`src/rtl/host_seq_ctrl_pkg.sv`:
```
// Shared state encoding and SRAM geometry for the host-side sequencing controller.
package host_seq_ctrl_pkg;

  typedef enum logic [2:0] {
    IDLE,
    LOAD_W,
    LOAD_ACT,
    KICK,
    RUN,
    DRAIN,
    FINISH
  } host_seq_state_t;

  localparam int ID_W  = 32;
  localparam int WA_W  = 7;
  localparam int OA_W  = 9;
  localparam int OD_W  = 128;
  localparam int CNT_W = 10;

endpackage

```
`src/rtl/host_seq_ctrl_skid_fifo2.sv`:
```
// Two-entry FIFO that absorbs OP SRAM read data while the result stream is stalled.
module skid_fifo2
  import host_seq_ctrl_pkg::*;
(
  input  logic            clk,
  input  logic            reset,
  input  logic            push,
  input  logic [OD_W-1:0] push_data,
  input  logic            pop,
  output logic [OD_W-1:0] head,
  output logic            full,
  output logic            empty,
  output logic [1:0]      count
);

  logic [OD_W-1:0] mem_q [2];
  logic [OD_W-1:0] mem_d [2];
  logic            wr_ptr_q, wr_ptr_d;
  logic            rd_ptr_q, rd_ptr_d;
  logic [1:0]      count_q, count_d;
  logic            do_push, do_pop;

  assign full    = (count_q == 2'd2);
  assign empty   = (count_q == 2'd0);
  assign count   = count_q;
  assign head    = mem_q[rd_ptr_q];
  assign do_push = push && !full;
  assign do_pop  = pop && !empty;

  always_comb begin
    mem_d    = mem_q;
    wr_ptr_d = wr_ptr_q;
    rd_ptr_d = rd_ptr_q;
    if (do_push) begin
      mem_d[wr_ptr_q] = push_data;
      wr_ptr_d        = ~wr_ptr_q;
    end
    if (do_pop) begin
      rd_ptr_d = ~rd_ptr_q;
    end
    count_d = count_q + {1'b0, do_push} - {1'b0, do_pop};
  end

  always_ff @(posedge clk) begin
    if (reset) begin
      mem_q[0] <= '0;
      mem_q[1] <= '0;
      wr_ptr_q <= 1'b0;
      rd_ptr_q <= 1'b0;
      count_q  <= 2'd0;
    end else begin
      mem_q    <= mem_d;
      wr_ptr_q <= wr_ptr_d;
      rd_ptr_q <= rd_ptr_d;
      count_q  <= count_d;
    end
  end

endmodule

```
`src/rtl/host_seq_ctrl.sv`:
```
// Host-side sequencer: loads W/ACT SRAMs, kicks the corelet, then drains the OP SRAM
// into a valid/ready result stream.
module host_seq_ctrl
  import host_seq_ctrl_pkg::*;
#(
  parameter int W_WORDS   = 72,
  parameter int ACT_WORDS = 36,
  parameter int OUT_WORDS = 16,
  parameter int OUT_BASE  = 0,
  parameter int TIMEOUT   = 4095
) (
  input  logic            clk,
  input  logic            reset,
  input  logic            start,
  output logic            busy,
  output logic            done,
  output logic            err,
  input  logic [ID_W-1:0] in_data,
  input  logic            in_valid,
  output logic            in_ready,
  output logic [OD_W-1:0] out_data,
  output logic            out_valid,
  input  logic            out_ready,
  output logic            seq_begin,
  input  logic            seq_done,
  output logic            sram_sel,
  output logic [ID_W-1:0] W_d,
  output logic [WA_W-1:0] W_addr,
  output logic            W_cen,
  output logic            W_wen,
  output logic [ID_W-1:0] ACT_d,
  output logic [WA_W-1:0] ACT_addr,
  output logic            ACT_cen,
  output logic            ACT_wen,
  input  logic [OD_W-1:0] OP_q,
  output logic [OA_W-1:0] OP_addr,
  output logic            OP_cen,
  output logic            OP_wen
);

  localparam int TMR_W = (TIMEOUT < 2) ? 1 : $clog2(TIMEOUT + 1);

  if (W_WORDS < 1 || W_WORDS > (1 << WA_W)) begin : g_w_words_check
    $error("host_seq_ctrl: W_WORDS must be within 1..128");
  end
  if (ACT_WORDS < 1 || ACT_WORDS > (1 << WA_W)) begin : g_act_words_check
    $error("host_seq_ctrl: ACT_WORDS must be within 1..128");
  end
  if (OUT_WORDS < 1 || OUT_BASE < 0 || OUT_BASE + OUT_WORDS > (1 << OA_W)) begin : g_out_range_check
    $error("host_seq_ctrl: OUT_BASE+OUT_WORDS must not exceed 512");
  end
  if (TIMEOUT < 1) begin : g_timeout_check
    $error("host_seq_ctrl: TIMEOUT must be at least 1");
  end

  host_seq_state_t  state_q, state_d;
  logic [CNT_W-1:0] count_q, count_d;
  logic [TMR_W-1:0] timer_q, timer_d;
  logic             err_q, err_d;
  logic             busy_q, busy_d;
  logic             done_q, done_d;
  logic             in_ready_q, in_ready_d;
  logic             seq_begin_q, seq_begin_d;
  logic             sram_sel_q, sram_sel_d;
  logic [ID_W-1:0]  w_data_q, w_data_d, act_data_q, act_data_d;
  logic [WA_W-1:0]  w_addr_q, w_addr_d, act_addr_q, act_addr_d;
  logic             w_cen_q, w_cen_d, w_wen_q, w_wen_d;
  logic             act_cen_q, act_cen_d, act_wen_q, act_wen_d;
  logic [OA_W-1:0]  op_addr_q, op_addr_d;
  logic             op_cen_q, op_cen_d;
  logic             rd_vld_q, rd_vld_d;

  logic             handshake;
  logic             fifo_push, fifo_pop, fifo_full, fifo_empty;
  logic [1:0]       fifo_count;
  logic [OD_W-1:0]  fifo_head;
  logic [2:0]       occupancy;

  skid_fifo2 u_skid (
    .clk       (clk),
    .reset     (reset),
    .push      (fifo_push),
    .push_data (OP_q),
    .pop       (fifo_pop),
    .head      (fifo_head),
    .full      (fifo_full),
    .empty     (fifo_empty),
    .count     (fifo_count)
  );

  assign handshake = in_valid && in_ready_q;
  assign fifo_push = rd_vld_q && !fifo_full;
  assign out_valid = !fifo_empty;
  assign fifo_pop  = out_valid && out_ready;
  // Rows buffered plus reads on the SRAM port plus data returning this cycle.
  assign occupancy = {1'b0, fifo_count} + {2'b00, ~op_cen_q} + {2'b00, rd_vld_q};

  always_comb begin
    state_d    = state_q;
    count_d    = count_q;
    timer_d    = timer_q;
    err_d      = err_q;
    w_data_d   = w_data_q;
    w_addr_d   = w_addr_q;
    w_cen_d    = 1'b1;
    w_wen_d    = 1'b1;
    act_data_d = act_data_q;
    act_addr_d = act_addr_q;
    act_cen_d  = 1'b1;
    act_wen_d  = 1'b1;
    op_addr_d  = op_addr_q;
    op_cen_d   = 1'b1;
    rd_vld_d   = ~op_cen_q;

    unique case (state_q)
      IDLE: begin
        if (start) begin
          state_d = LOAD_W;
          count_d = '0;
          err_d   = 1'b0;
        end
      end
      LOAD_W: begin
        if (handshake) begin
          w_cen_d  = 1'b0;
          w_wen_d  = 1'b0;
          w_addr_d = count_q[WA_W-1:0];
          w_data_d = in_data;
          if (count_q == CNT_W'(W_WORDS - 1)) begin
            state_d = LOAD_ACT;
            count_d = '0;
          end else begin
            count_d = count_q + CNT_W'(1);
          end
        end
      end
      LOAD_ACT: begin
        if (handshake) begin
          act_cen_d  = 1'b0;
          act_wen_d  = 1'b0;
          act_addr_d = count_q[WA_W-1:0];
          act_data_d = in_data;
          if (count_q == CNT_W'(ACT_WORDS - 1)) begin
            state_d = KICK;
            count_d = '0;
          end else begin
            count_d = count_q + CNT_W'(1);
          end
        end
      end
      KICK: begin
        state_d = RUN;
        timer_d = '0;
      end
      RUN: begin
        if (seq_done) begin
          state_d = DRAIN;
          count_d = '0;
        end else if (timer_q == TMR_W'(TIMEOUT)) begin
          state_d = FINISH;
          err_d   = 1'b1;
        end else begin
          timer_d = timer_q + TMR_W'(1);
        end
      end
      DRAIN: begin
        if (count_q < CNT_W'(OUT_WORDS) && occupancy < 3'd2) begin
          op_cen_d  = 1'b0;
          op_addr_d = OA_W'(OUT_BASE) + count_q[OA_W-1:0];
          count_d   = count_q + CNT_W'(1);
        end else if (count_q == CNT_W'(OUT_WORDS) && fifo_empty && op_cen_q && !rd_vld_q) begin
          state_d = FINISH;
        end
      end
      FINISH: begin
        state_d = IDLE;
      end
      default: begin
        state_d = IDLE;
      end
    endcase

    in_ready_d  = (state_d == LOAD_W) || (state_d == LOAD_ACT);
    busy_d      = (state_d != IDLE);
    done_d      = (state_d == FINISH);
    seq_begin_d = (state_q == KICK);
    sram_sel_d  = (state_d != RUN);
  end

  always_ff @(posedge clk) begin
    if (reset) begin
      state_q     <= IDLE;
      count_q     <= '0;
      timer_q     <= '0;
      err_q       <= 1'b0;
      busy_q      <= 1'b0;
      done_q      <= 1'b0;
      in_ready_q  <= 1'b0;
      seq_begin_q <= 1'b0;
      sram_sel_q  <= 1'b1;
      w_data_q    <= '0;
      w_addr_q    <= '0;
      w_cen_q     <= 1'b1;
      w_wen_q     <= 1'b1;
      act_data_q  <= '0;
      act_addr_q  <= '0;
      act_cen_q   <= 1'b1;
      act_wen_q   <= 1'b1;
      op_addr_q   <= '0;
      op_cen_q    <= 1'b1;
      rd_vld_q    <= 1'b0;
    end else begin
      state_q     <= state_d;
      count_q     <= count_d;
      timer_q     <= timer_d;
      err_q       <= err_d;
      busy_q      <= busy_d;
      done_q      <= done_d;
      in_ready_q  <= in_ready_d;
      seq_begin_q <= seq_begin_d;
      sram_sel_q  <= sram_sel_d;
      w_data_q    <= w_data_d;
      w_addr_q    <= w_addr_d;
      w_cen_q     <= w_cen_d;
      w_wen_q     <= w_wen_d;
      act_data_q  <= act_data_d;
      act_addr_q  <= act_addr_d;
      act_cen_q   <= act_cen_d;
      act_wen_q   <= act_wen_d;
      op_addr_q   <= op_addr_d;
      op_cen_q    <= op_cen_d;
      rd_vld_q    <= rd_vld_d;
    end
  end

  assign busy      = busy_q;
  assign done      = done_q;
  assign err       = err_q;
  assign in_ready  = in_ready_q;
  assign out_data  = fifo_head;
  assign seq_begin = seq_begin_q;
  assign sram_sel  = sram_sel_q;
  assign W_d       = w_data_q;
  assign W_addr    = w_addr_q;
  assign W_cen     = w_cen_q;
  assign W_wen     = w_wen_q;
  assign ACT_d     = act_data_q;
  assign ACT_addr  = act_addr_q;
  assign ACT_cen   = act_cen_q;
  assign ACT_wen   = act_wen_q;
  assign OP_addr   = op_addr_q;
  assign OP_cen    = op_cen_q;
  assign OP_wen    = 1'b1;

endmodule

```
`config.mk`:
```
export PLATFORM = sky130hd
export DESIGN_NAME = host_seq_ctrl
export DESIGN_NICKNAME = d
export VERILOG_FILES = /design/src/rtl/host_seq_ctrl_pkg.sv /design/src/rtl/host_seq_ctrl_skid_fifo2.sv /design/src/rtl/host_seq_ctrl.sv
export SDC_FILE = /design/constraint.sdc
export NUM_CORES = 1
export LEC_CHECK = 0
export BUFFER_PORTS_ARGS = -buffer_cell sky130_fd_sc_hd__buf_4
export CAP_MARGIN = 30
export CORE_ASPECT_RATIO = 1.75
export CORE_MARGIN = 8
export CORE_UTILIZATION = 55
export CTS_CLUSTER_DIAMETER = 50
export DETAILED_ROUTE_END_ITERATION = 8
export HOLD_SLACK_MARGIN = 0.08
export PLACE_DENSITY = 0.81
export SLEW_MARGIN = 20
export SYNTH_ARGS = -nofsm -noshare
export SYNTH_HDL_FRONTEND = slang
export SYNTH_HIERARCHICAL = 1
export SYNTH_SLANG_ARGS = --single-unit
```
`constraint.sdc`:
```
create_clock -name clk -period 6.4 [get_ports clk]
set_clock_uncertainty 0.05 [all_clocks]
set_input_delay 1.28 -clock clk [delete_from_list [all_inputs] [get_ports clk]]
set_output_delay 1.28 -clock clk [all_outputs]
set_load 0.005 [all_outputs]
```
==> reports/metrics.yaml <==
die_area_mm2: 0.0373
rows: 85
fin_crit_sh_pct: 59.3
ant_nets: 0
drtIter0Drc: 625
start_kind: "register"
drv_slew: 0
startpoint: "u_skid/rd_ptr_q"
worst_pin_slew_ps: 960
critPathMaxFanout: 64
synth_top_cell_by_area: "dfxtp_1"
drt-total-wl_um: 48300
final_layout_size_suffix_gt1_share_pct: 27.5
setup_viol: 0
route.detailed.drc: 0
worstSetupEndpointType: "primary output"
ios: 394
synth_top_family_by_area: "simple AND/OR/NAND/NOR gates"
clockBufferDepth: 3
seq_area_frac_synth_pct: 44.6
layout_min_cycle_time_ps: 3800
finalNetCount: 2351
core-area_mm2: 0.0307
path_depth: 3
hpwl_um: 32700
power.density_mw_per_mm2: 222
crit_buf_inv: 2
clock_latency_ps: 520
power.total_uw: 4710
place_congestion: 0.859
h-tree-depth: 2
regToRegSetupSlack_ps: 2890
synth_edf_count: 0
crit_end: "out_data[10]"
synth_xor_area_share_pct: 0.358
synthAdderAreaFrac_pct: 0.438
ys_types: 55
synth_area_per_cell_um2: 9.08
grt_max_degree: 244
p_leak_uw: 0.00923
syn_inst: 1887
worstPathArrival_ps: 2470
crit_slowest_cell: "buf_4"
synthSimpleGateAreaFrac_pct: 21.9
post_cts_buffers: 0
die_w_um: 149
grt-ovfl-total: 0
synthTopCellsByArea: "dfxtp_1 (45%), nand2b_1 (9.5%), mux2_2 (8.4%), mux2i_1 (7.8%), o21ai_0 (7.2%)"
mappedNetlistNets: 2059
worst-setup-path-type: "register to primary output"
grt_pass1_wl_um: 76800
async_reset_ff_share_pct: 0
synth_flop_cell: "dfxtp_1"
vias_per_cell: 5.48
tns_ps: 0
cts_root_buffer: "clkbuf_16"
run_status: "completed"
mappedNetlistArea_mm2: 0.0171
maxCapViolations: 0
final_cell_mix: "buf_4 (404), dfxtp_1 (381), nand2b_1 (260)"
timing_hold_violations_final: 0
die_y_um: 250
fmax_mhz: 263
critPathTopFamily: "buffers and inverters"
reg2reg_depth: 7
r2r-end: "u_skid/mem_q[210]"
timing.slew.headroom_pct: 36.0
synth-seq-cells: 382
mostFrequentLayoutCell: "buf_4"
antenna_found_initial: 1
yosysWarnings: 6
hold_buffers: 0
io_buffers: 392
ctsResizeCount: 0
cts_buffers: 36
max_stage_delay_ps: 750
path_common_cell: "buf_4"
worstReg2RegStart: "u_skid/count[0]"
track_usage_pct: 25.0
hold_class: "register to register"
start_util_pct: 55.8
via_count: 14229
synthDominantCellAreaShare_pct: 44.6
rsz0062_at_grt: "false"
cts_tree: "done"
grt_pass1_vias: 14607
area_growth_pct: 23.6
cp.required_ps: 5070
path_cells: "buf_4 > mux2_2 > buf_4"
wire_per_inst_um: 18.6
synth-compound-area-share_pct: 11.9
clk_pin_slew_ps: 60
dr.pass1.iters: 5
cts_num_sinks: 382
synth.mux.area_fraction_pct: 16.2
ir_worst_vdd_v: 0.000221
[synthesized netlist by cell type, types with 8 or more instances]
master,number
dfxtp_1,382
nand2b_1,261
o21ai_0,245
nand2_1,180
mux2i_1,134
nor2b_1,133
mux2_2,128
a21oi_1,100
clkbuf_1,100
nor2_1,34
buf_2,23
o21ai_1,19
buf_6,12
inv_1,11
and2_1,9
buf_4,9
clkbuf_2,9
nor3_1,8
[stage by stage]
| stage | instances | utilization [%] | hold WS (ps) | area [um2] | setup WS (ps) |
|---|---|---|---|---|---|
| floorplan | 1887 | - | 386 | 17100 | 3450 |
| global placement | 2530 | 65.0 | 392 | 20000 | 3030 |
| detailed placement | 2530 | 65.0 | 397 | 20000 | 2930 |
| CTS | 2592 | 68.8 | 405 | 21100 | 2610 |
| global route | 2595 | 68.9 | 418 | 21200 | 2520 |
| finish | 2595 | 68.9 | 404 | 21200 | 2600 |
[where the power goes]
part | internal, uW | switching [uW] | leakage, uW
logic | 115 | 106 | 0.00558
clock network | 1200 | 906 | 0.000568
registers | 2380 | 6.05 | 0.00308
total | 3690 | 1020 | 0.00923
[final cells by class]
class	count	area, um2
Multi-Input combinational cell	1340	8740
Fill cell	2428	9550
Clock buffer	51	1060
Timing Repair Buffer	408	3110
Clock inverter	11	91.3
Inverter	11	42.5
Antenna cell	1	2.50
Sequential cell	382	7650
Tap cell	391	489
[flip-flops by register name, summed over array words and instances (netlist names)]
register,cells
ACT_addr,7
ACT_d,32
ACT_wen,1
OP_addr,9
OP_cen,1
W_addr,7
W_d,32
W_wen,1
busy,1
count_q,10
done,1
err,1
in_ready,1
rd_vld_q,1
seq_begin,1
sram_sel,1
state_q,3
timer_q,12
u_skid/count,2
u_skid/mem_q,256
u_skid/rd_ptr_q,1
u_skid/wr_ptr_q,1
[how the worst min path moves through the flow]
stage	start	to	slack, ps	cells after the start
2_1_floorplan	OP_cen	rd_vld_q	390	1
3_3_place_gp	W_d[15]	W_d[15]	390	2
3_5_place_dp	W_d[22]	W_d[22]	400	2
4_1_cts	W_d[22]	W_d[22]	410	2
5_1_grt	ACT_d[24]	ACT_d[24]	420	2
6_report	ACT_d[1]	ACT_d[1]	400	2
[per-layer routing]
metal	wire (um)	global-route usage, %
met1	18300	27.6
met3	4000	7.56
met5	0	0
met2	24400	43.6
met4	1600	9.50
[worst reg2reg max path: cells and delay by family, from the launching register on]
kind                   cells  cell delay, ps
DFF                        1             400
and+or+nand+nor            4            1650
AOI/OAI and AO/OA          1             340
buffers and inverters      2             970
[cell families (layout without fill, tap and decap cells)]
family | count (synthesis) | in the layout
AND/OR/NAND/NOR | 676 | 676
XOR/XNOR | 7 | 7
buffers and inverters | 165 | 481
adder cells (fa/ha/maj) | 6 | 6
AO/OA/AOI/OAI | 388 | 388
flip-flops | 382 | 382
other | 1 | 2
multiplexers | 262 | 262
No activity file was read; power rests on OpenSTA's default activity.
